`src/rtl/cp_rf_write_arbiter.sv`:
```
// cp_rf_write_arbiter
// Shares the CP register file's single write port among three sources, in
// priority order: pipeline WB, buffered long-latency (LL) returns, and
// debug-host writes. Tracks which registers still await an LL result so ID
// can detect hazards. Requests a WB stall when buffered returns are starved.
//
// Ports
//   iClk, iReset_n                       clock (posedge), async active-low reset
//   iWB_Write_Enable/Addr/Data           WB write request (always wins)
//   iLL_Issue, iLL_Issue_Addr            LL op issued, destination marked pending
//   iLL_Valid/Addr/Data, oLL_Ready       LL result into the return FIFO
//   iHost_Valid/Addr/Data, oHost_Ready   debug-host write, acked when granted
//   iRd_Addr_A/B, oPending_A/B           scoreboard lookups for ID
//   oRF_Write_Enable/Addr/Data           write port toward cp_rf
//   oStall_WB                            registered stall request while draining
//   oFifo_Count                          return FIFO occupancy
//   oProto_Err                           sticky: WB wrote while stalled
module cp_rf_write_arbiter #(
   parameter int DATA_WIDTH   = 32,
   parameter int INDEX_WIDTH  = 5,
   parameter int RF_DEPTH     = 28,
   parameter int FIFO_DEPTH   = 4,
   parameter int STARVE_LIMIT = 8
) (
   input  logic                          iClk,
   input  logic                          iReset_n,
   input  logic                          iWB_Write_Enable,
   input  logic [INDEX_WIDTH-1:0]        iWB_Write_Addr,
   input  logic [DATA_WIDTH-1:0]         iWB_Write_Data,
   input  logic                          iLL_Issue,
   input  logic [INDEX_WIDTH-1:0]        iLL_Issue_Addr,
   input  logic                          iLL_Valid,
   input  logic [INDEX_WIDTH-1:0]        iLL_Addr,
   input  logic [DATA_WIDTH-1:0]         iLL_Data,
   output logic                          oLL_Ready,
   input  logic                          iHost_Valid,
   input  logic [INDEX_WIDTH-1:0]        iHost_Addr,
   input  logic [DATA_WIDTH-1:0]         iHost_Data,
   output logic                          oHost_Ready,
   input  logic [INDEX_WIDTH-1:0]        iRd_Addr_A,
   input  logic [INDEX_WIDTH-1:0]        iRd_Addr_B,
   output logic                          oPending_A,
   output logic                          oPending_B,
   output logic                          oRF_Write_Enable,
   output logic [INDEX_WIDTH-1:0]        oRF_Write_Addr,
   output logic [DATA_WIDTH-1:0]         oRF_Write_Data,
   output logic                          oStall_WB,
   output logic [$clog2(FIFO_DEPTH):0]   oFifo_Count,
   output logic                          oProto_Err
);

   localparam int PW = $clog2(FIFO_DEPTH);
   localparam int CW = PW + 1;
   localparam int SW = $clog2(STARVE_LIMIT + 1);

   typedef enum logic {ST_NORMAL = 1'b0, ST_DRAIN = 1'b1} state_t;

   // r0 is hard-wired zero and indices at or above RF_DEPTH do not exist.
   function automatic logic addr_ok(input logic [INDEX_WIDTH-1:0] a);
      return (a != '0) && (int'(a) < RF_DEPTH);
   endfunction

   logic [INDEX_WIDTH-1:0] fifo_addr_q [FIFO_DEPTH];
   logic [DATA_WIDTH-1:0]  fifo_data_q [FIFO_DEPTH];
   logic [PW-1:0]          wr_ptr_q, wr_ptr_d, rd_ptr_q, rd_ptr_d;
   logic [CW-1:0]          cnt_q, cnt_d;
   logic [RF_DEPTH-1:0]    pend_q, pend_d;
   logic [SW-1:0]          starve_q, starve_d;
   state_t                 state_q, state_d;
   logic                   perr_q, perr_d;

   logic                   fifo_empty, fifo_full, push, pop;
   logic                   wb_gnt, fifo_gnt, host_gnt;
   logic [INDEX_WIDTH-1:0] head_addr, gnt_addr;
   logic [DATA_WIDTH-1:0]  gnt_data;

   assign head_addr  = fifo_addr_q[rd_ptr_q];
   assign fifo_empty = (cnt_q == '0);
   assign fifo_full  = (cnt_q == CW'(FIFO_DEPTH));
   // Full blocks a push even when the head is popped the same cycle.
   assign push       = iLL_Valid && !fifo_full;
   assign pop        = fifo_gnt;

   always_comb begin
      wb_gnt   = iWB_Write_Enable;
      fifo_gnt = !iWB_Write_Enable && !fifo_empty;
      host_gnt = !iWB_Write_Enable && fifo_empty && iHost_Valid;
      gnt_addr = '0;
      gnt_data = '0;
      if (wb_gnt) begin
         gnt_addr = iWB_Write_Addr;
         gnt_data = iWB_Write_Data;
      end else if (fifo_gnt) begin
         gnt_addr = head_addr;
         gnt_data = fifo_data_q[rd_ptr_q];
      end else if (host_gnt) begin
         gnt_addr = iHost_Addr;
         gnt_data = iHost_Data;
      end
   end

   // A granted write to a nonexistent register is still consumed, only the
   // enable is suppressed.
   assign oRF_Write_Enable = (wb_gnt || fifo_gnt || host_gnt) && addr_ok(gnt_addr);
   assign oRF_Write_Addr   = gnt_addr;
   assign oRF_Write_Data   = gnt_data;
   assign oHost_Ready      = host_gnt;
   assign oLL_Ready        = !fifo_full;
   assign oFifo_Count      = cnt_q;
   assign oStall_WB        = (state_q == ST_DRAIN);
   assign oProto_Err       = perr_q;
   assign oPending_A       = addr_ok(iRd_Addr_A) && pend_q[iRd_Addr_A];
   assign oPending_B       = addr_ok(iRd_Addr_B) && pend_q[iRd_Addr_B];

   always_comb begin
      wr_ptr_d = push ? wr_ptr_q + 1'b1 : wr_ptr_q;
      rd_ptr_d = pop  ? rd_ptr_q + 1'b1 : rd_ptr_q;
      cnt_d    = cnt_q;
      if (push && !pop)      cnt_d = cnt_q + 1'b1;
      else if (!push && pop) cnt_d = cnt_q - 1'b1;
   end

   // Clear before set so a same-cycle issue to the drained register wins.
   always_comb begin
      pend_d = pend_q;
      if (fifo_gnt && addr_ok(head_addr))
         pend_d[head_addr] = 1'b0;
      if (iLL_Issue && addr_ok(iLL_Issue_Addr))
         pend_d[iLL_Issue_Addr] = 1'b1;
   end

   always_comb begin
      state_d  = state_q;
      starve_d = starve_q;
      perr_d   = perr_q || (iWB_Write_Enable && oStall_WB);
      case (state_q)
         ST_NORMAL: begin
            if (!fifo_empty && wb_gnt) begin
               if (starve_q == SW'(STARVE_LIMIT - 1)) begin
                  state_d  = ST_DRAIN;
                  starve_d = '0;
               end else begin
                  starve_d = starve_q + 1'b1;
               end
            end else begin
               starve_d = '0;
            end
         end
         ST_DRAIN: begin
            starve_d = '0;
            if (cnt_d == '0) state_d = ST_NORMAL;
         end
         default: begin
            state_d  = ST_NORMAL;
            starve_d = '0;
         end
      endcase
   end

   always_ff @(posedge iClk or negedge iReset_n) begin
      if (!iReset_n) begin
         wr_ptr_q <= '0;
         rd_ptr_q <= '0;
         cnt_q    <= '0;
         pend_q   <= '0;
         starve_q <= '0;
         state_q  <= ST_NORMAL;
         perr_q   <= 1'b0;
      end else begin
         wr_ptr_q <= wr_ptr_d;
         rd_ptr_q <= rd_ptr_d;
         cnt_q    <= cnt_d;
         pend_q   <= pend_d;
         starve_q <= starve_d;
         state_q  <= state_d;
         perr_q   <= perr_d;
      end
   end

   // Entry storage needs no reset: occupancy alone decides what is valid.
   always_ff @(posedge iClk) begin
      if (push) begin
         fifo_addr_q[wr_ptr_q] <= iLL_Addr;
         fifo_data_q[wr_ptr_q] <= iLL_Data;
      end
   end

endmodule

```
`config.mk`:
```
export PLATFORM = sky130hd
export DESIGN_NAME = cp_rf_write_arbiter
export DESIGN_NICKNAME = d
export VERILOG_FILES = /design/src/rtl/cp_rf_write_arbiter.sv
export SDC_FILE = /design/constraint.sdc
export NUM_CORES = 1
export LEC_CHECK = 0
export CELL_PAD_IN_SITES_DETAIL_PLACEMENT = 0
export CELL_PAD_IN_SITES_GLOBAL_PLACEMENT = 1
export CORE_MARGIN = 1.5
export CORE_UTILIZATION = 40
export DETAILED_ROUTE_END_ITERATION = 10
export PLACE_DENSITY_LB_ADDON = 0.1
export SLEW_MARGIN = 30
export SYNTH_ARGS = -nofsm -noshare
export SYNTH_HDL_FRONTEND = slang
export SYNTH_SLANG_ARGS = --single-unit
```
`constraint.sdc`:
```
create_clock -name iClk -period 3.95 [get_ports iClk]
set_clock_uncertainty 0.05 [all_clocks]
set_input_delay 0.395 -clock iClk [delete_from_list [all_inputs] [get_ports iClk]]
set_output_delay 0.395 -clock iClk [all_outputs]
set_load 0.01 [all_outputs]
```
After elaboration in Yosys (flattened, before gate mapping)

Memory sizes are Yosys's and may differ from the RTL's.
Cells that the tools add are included.

Flip-flop bits (word level): 41
RAM bits: 148
Bits of input ports: 132
Output and inout bits: 47
Memories kept: 2

Add/subtract/negate cells: 5
$lt $le $gt $ge: 11
Equality and inequality tests: 2
Mux-type cells: 27
Bitwise gates (word level): 4
Reduce and logical (&&, ||, !) cells: 35

Memory list:

| memory      | depth | bits a word | rd ports | clocked after memory_dff | write ports | line | text |
|---|---|---|---|---|---|---|---|
| fifo_data_q | 4     | 32          | 1        | 0                        | 1           | 64   | `logic [DATA_WIDTH-1:0] fifo_data_q [FIFO_DEPTH];` |
| fifo_addr_q | 4     | 5           | 1        | 0                        | 1           | 63   | `logic [INDEX_WIDTH-1:0] fifo_addr_q [FIFO_DEPTH];` |

Operator list:

| operator                                                                            | number |
|---|---|
| 32-bit two-way mux                                                                  | 3 |
| 28-bit two-way mux                                                                  | 2 |
| 28-bit AND                                                                          | 1 |
| 28-bit inverter                                                                     | 1 |
| 28-bit bitwise OR                                                                   | 1 |
| 5-bit less-than comparator, second input constant                                   | 5 |
| 5-bit nonzero test                                                                  | 5 |
| 5-bit by 6-bit less-than comparator with 1-bit output, second input constant        | 4 |
| 1-bit logical AND                                                                   | 20 |
| 5-bit two-way mux                                                                   | 3 |
| 1-bit binary-select mux with 5-bit select                                           | 2 |
| 1-bit demux with 5-bit select                                                       | 2 |
| 5-bit by 1-bit greater-or-equal comparator with 1-bit output, second input constant | 2 |
| 1-bit two-way mux                                                                   | 9 |
| 4-bit two-way mux                                                                   | 2 |
| 4-bit one-hot mux with 2 select lines                                               | 1 |
| 3-bit zero test                                                                     | 2 |
| 3-bit two-way mux                                                                   | 2 |
| 1-bit zero test                                                                     | 5 |
| 2-bit by 1-bit adder with 2-bit output, second input constant                       | 2 |
| 4-bit by 1-bit adder with 4-bit output, second input constant                       | 1 |
| 4-bit by 3-bit == test with 1-bit output, second input constant                     | 1 |
| 3-bit by 1-bit adder with 3-bit output, second input constant                       | 1 |
| 3-bit == test, second input constant                                                | 1 |
| other kinds (4)                                                                     | 6 |

Logic depth before layout (Yosys ltp)

Gate-level depths: netlist of the first run.

Depth after elaboration: 10
Gate-level depth with buffers: 9
Depth with buffers taken out: 7

Least setup slack after synthesis of the first run

Ideal clock, no wire load.

Kind: reg-to-output
From: register cnt_q[0] (netlist: oFifo_Count[0])
To: output oRF_Write_Enable
Arrival: 2,139 ps
Data required time: 3,505 ps
Slack: 1,366 ps
Cell stages (with the launch flop): 10
Path buffers: 2
Cells stage by stage: dfrtp_1 inv_1 ha_1 buf_2 and3b_1 buf_6 a32oi_1 a2bb2oi_2 or4_1 o21a_1

Word-level cells in the longest chain between the ends: 9

Ends and longest elaborated chain:

| what                                                             | line | text |
|---|---|---|
| from (decl)                                                      | 66   | `logic [CW-1:0] cnt_q, cnt_d;` |
| from (signal assigned)                                           | 172  | `cnt_q <= cnt_d;` |
| 3-bit zero test *                                                | 78   | `assign fifo_empty = (cnt_q == '0);` |
| 1-bit logical AND (2 in series)                                  | 87   | `host_gnt = !iWB_Write_Enable && fifo_empty && iHost_Valid;` |
| 5-bit two-way mux                                                | 96   | `end else if (host_gnt) begin` |
| 5-bit two-way mux *                                              | 93   | `end else if (fifo_gnt) begin` |
| 5-bit two-way mux *                                              | 90   | `if (wb_gnt) begin` |
| net oRF_Write_Addr[2]                                            | 45   | `output logic [INDEX_WIDTH-1:0] oRF_Write_Addr,` |
| 5-bit less-than comparator or 5-bit nonzero test (tied branches) | 60   | `return (a != '0) && (int'(a) < RF_DEPTH);` |
| 1-bit logical AND *                                              | 60   |  |
| 1-bit logical AND *                                              | 104  | `assign oRF_Write_Enable = (wb_gnt \|\| fifo_gnt \|\| host_gnt) && addr_ok(gnt_addr);` |
| to (decl)                                                        | 44   | `output logic oRF_Write_Enable,` |

The timed path passes the listed nets; every way through them passes the cells marked *.

Final worst setup path of the first run

From: register cnt_q[0] (netlist: oFifo_Count[0])
To: output oRF_Write_Enable

Word-level cells in the longest chain between the ends: 9

Ends and longest elaborated chain:

| what                                                             | line |
|---|---|
| 3-bit zero test *                                                | 78 |
| 1-bit logical AND (2 in series)                                  | 87 |
| 5-bit two-way mux                                                | 96 |
| 5-bit two-way mux                                                | 93 |
| 5-bit two-way mux                                                | 90 |
| 5-bit less-than comparator or 5-bit nonzero test (tied branches) | 60 |
| 1-bit logical AND                                                | 60 |
| 1-bit logical AND *                                              | 104 |

Every way passes the cells marked *; elsewhere a longest branch is shown, timed or not.

==> results of run 1 <==
per-stage QoR:
stage,hold WS (ns),std cells
floorplan,0.0494,533
detailed placement,0.396,967
finish,0.407,1000
CTS,0.0630,999
global placement,0.392,967
global route,0.409,1000
state kept, by name, summed over array words and instances (netlist names):
register and cells:
starve_q 4, fifo_data_q 128, oFifo_Count 3, wr_ptr_q 2, oStall_WB 1, pend_q 27, oProto_Err 1, rd_ptr_q 2
fifo_addr_q 20
timing repair:
item | in CTS | in global routing
setup endpoints to repair | 0 | 0
endpoints found under the hold margin | 0 | 40
hold buffers | 0 | 1
worst min-delay path by stage:
| stage | startpoint | to | slack, ns | cells after the start |
|---|---|---|---|---|
| floorplan | iReset_n | oFifo_Count[0] | 0.05 | 0 |
| global placement | oProto_Err | oProto_Err | 0.39 | 1 |
| detailed placement | oProto_Err | oProto_Err | 0.40 | 1 |
| CTS | iReset_n | oProto_Err | 0.06 | 1 |
| global route | iWB_Write_Enable | oProto_Err | 0.41 | 2 |
| finish | iWB_Write_Enable | oProto_Err | 0.41 | 2 |
synth_stat cells, types with 2 or more instances:
master	instances	area share, %
a21o_1	2	0.18
a21oi_1	12	0.71
a221o_1	32	3.8
a31oi_1	4	0.29
a32oi_1	3	0.31
and2_1	4	0.29
and3_1	32	2.4
buf_1	6	0.27
buf_2	6	0.35
buf_6	4	0.53
clkbuf_1	16	0.71
dfrtp_1	40	12
edfxtp_1	148	52
ha_1	8	1.2
inv_1	16	0.71
mux2_1	2	0.27
mux2_2	2	0.27
mux2i_1	4	0.47
mux4_2	50	13
nand2_1	16	0.71
nand2b_1	4	0.29
nand3_1	9	0.53
nand3b_1	6	0.53
nor2_1	14	0.62
nor3_1	5	0.29
o21ai_0	30	1.8
o21ai_1	24	1.4
o31ai_1	2	0.18
or2_2	2	0.15
or3_4	2	0.27
or3b_2	2	0.21
xnor2_1	5	0.52
logic make-up (layout without fill, tap and decap cells):
| logic type | after synthesis | count (layout) | share of synthesized area [%] |
|---|---|---|---|
| xor+xnor | 6 | 6 | 0.619 |
| simple gates | 103 | 103 | 6.97 |
| fa+ha+maj | 8 | 8 | 1.18 |
| buf+inv | 49 | 241 | 2.61 |
| flops | 188 | 188 | 64.1 |
| compound gates | 120 | 120 | 9.92 |
| mux | 59 | 59 | 14.6 |
cell type report:
cell class                 instances  share of cell area [%]
inverter                          17                   0.569
sequential                       188                    48.5
tap                              275                    3.07
clock inverter                    15                    1.87
timing repair buffer             192                    16.9
clock buffer                      17                    3.79
multi-input combinational        296                    25.3
power groups by stage:
stage	sequential, W	clock, W	combinational [W]
5_1_grt	0.00301	0.00193	0.00282
6_report	0.00295	0.00181	0.00259
3_3_place_gp	0.00296	0	0.00257
2_1_floorplan	0.00284	0	0.00169
3_5_place_dp	0.00300	0	0.00260
4_1_cts	0.00296	0.00185	0.00262
per-layer routing:
metal / GRT usage (%) / vias up / part of all wire, %
met5: 0 / - / 0.063
met4: 4.90 / 2 / 1.2
met3: 4.94 / 21 / 6.6
met2: 31.7 / 193 / 48
met1: 26.9 / 2820 / 44
li1: - / 2540 / -
worst reg2reg max path, cell delays in order (launching register included):
cell and delay (ns):
dfrtp_2 0.65, buf_4 0.40, mux4_1 0.71, or3_4 0.44, nand4b_2 0.21, o21ai_1 0.10
o21ai_1 0.08
==> impl_metrics.py, run 1 <==
metrics = {
    "outcome": {
        "status": "completed",
    },
    "cts": {
        "clk_pin_slew_ns": 0.07,
        "cts.sinks": 188,
        "cts_resized": 0,
        "cts-root-buf": "clkbuf_16",
        "postCtsSetupBuffers": 0,
        "htree_levels": 4,
        "cts_buffer_depth": 2,
        "cts_buffers": 17,
        "cts_tree": "built",
        "clk_latency_ns": 0.43,
    },
    "final_layout": {
        "n_antenna_cell": 0,
        "final_common_cell": "clkdlybuf4s50_1",
        "syn2layout_area_growth_pct": 32.2,
        "mostFrequentLayoutCells": "clkdlybuf4s50_1, edfxtp_1, mux4_2",
        "final_area_mm2": 0.0112,
        "register_area_mm2": 0.00545,
        "final.fill_count": 1725,
        "final_nets": 852,
        "final_util_pct": 53.7,
        "drive_above_1_share_pct": 16.3,
        "multi_input_area_mm2": 0.00284,
    },
    "floorplanning": {
        "dieArea_mm2": 0.0221,
        "die_y_um": 149,
        "fp-row-count": 53,
        "ios": 179,
        "core_area_mm2": 0.0209,
        "initial_core_util_pct": 40.6,
        "die_w_um": 149,
    },
    "timing": {
        "fin_tns_setup_ns": 0,
        "hold_viol": 0,
        "layout_setup_ws_ns": 0.283,
        "worstMarginPinSlew_ns": 0.681,
        "slew_headroom_pct": 54.6,
        "fin_crit_sh_pct": 92.8,
        "rsz0062_at_grt": "false",
        "slew_viol_final": 0,
        "setup_viol": 0,
        "max_freq_mhz": 273,
        "final.min_clock_period_ns": 3.67,
    },
    "job": {
        "drv_cap": 0,
    },
    "worst_setup_path": {
        "cp_num_buf_inv": 2,
        "arrival_ns": 3.22,
        "worst-r2r-cell-count": 6,
        "crit_path_end": "oRF_Write_Enable",
        "critPathMaxFanout": 17,
        "endpoint_kind": "output pin",
        "crit_path_max_incr_delay_ns": 0.52,
        "path_cells": "inv_1 -> ha_1 -> and3b_1 -> a32oi_1 -> a2bb2oi_2 -> or4_1 -> o21a_1 -> clkdlybuf4s50_1",
        "rr_endpoint": "pend_q[16]",
        "r2r_start": "rd_ptr_q[0]",
        "r2r_setup_slack_ns": 1.25,
        "slowest_stage": "or4_1",
        "crit_type": "reg -> out",
        "start_kind": "flip-flop",
        "critical_path.top_delay_family": "simple AND/OR/NAND/NOR gates",
        "crit_start": "oFifo_Count[0]",
        "path_depth": 8,
        "worstPathRequired_ns": 3.50,
    },
    "yosys": {
        "ys_seq_area_share_pct": 64.1,
        "synth.cell_area_mm2": 0.00849,
        "ys_seq_elements": 188,
        "syn_avg_cell_area_um2": 15.9,
        "yosys_warnings": 0,
        "synth_cells": 533,
        "synth_edf_count": 148,
        "synth_flop_cell": "edfxtp_1",
        "synthArstFlopShare_pct": 21.3,
        "syn_nets": 673,
        "synth.distinct_cells": 53,
    },
    "power": {
        "p_sw_w": 0.00229,
        "seqPwrFrac_pct": 40.2,
        "p_int_w": 0.00506,
        "power_density_mw_per_mm2": 655,
        "power_w": 0.00735,
        "vdd_drop_max_mv": 0.344,
        "leakagePower_nw": 4.01,
        "clock_power_share_pct": 24.6,
        "power_frac_comb_pct": 35.2,
        "sw_frac_of_total_pct": 31.2,
    },
    "routing": {
        "drc": 0,
        "antenna_left": 0,
        "via_per_inst": 5.58,
        "drt-total-wl_um": 20700,
        "dr.pass1.iters": 6,
        "vias": 5576,
        "avgRoutedWirePerCell_um": 20.7,
        "dr.first_iter.drc_count": 489,
    },
    "place": {
        "io_buffers": 178,
        "placed_area_mm2": 0.0106,
        "pre_cts_ws_ns": 0.644,
        "gp_congestion": 0.767,
        "hpwl_um": 14300,
    },
    "global_route": {
        "grt_pass1_wl_um": 32300,
        "grt_overflow_total": 0,
        "grt_max_degree": 41,
        "gr-usage-all-layers_pct": 19.7,
        "grt_pass1_vias": 5728,
        "antenna_found_initial": 1,
    },
    "worst_hold_path": {
        "hold_path.class": "in -> reg",
    },
}
Note: power is estimated with default switching activity, not from simulation.
==> run 2, diff against run 1 <==
- SKIP_LAST_GASP: default -> 1
==> results of run 2 <==
Same layout as run 1: the final DEF is identical, and so are final timing and power.
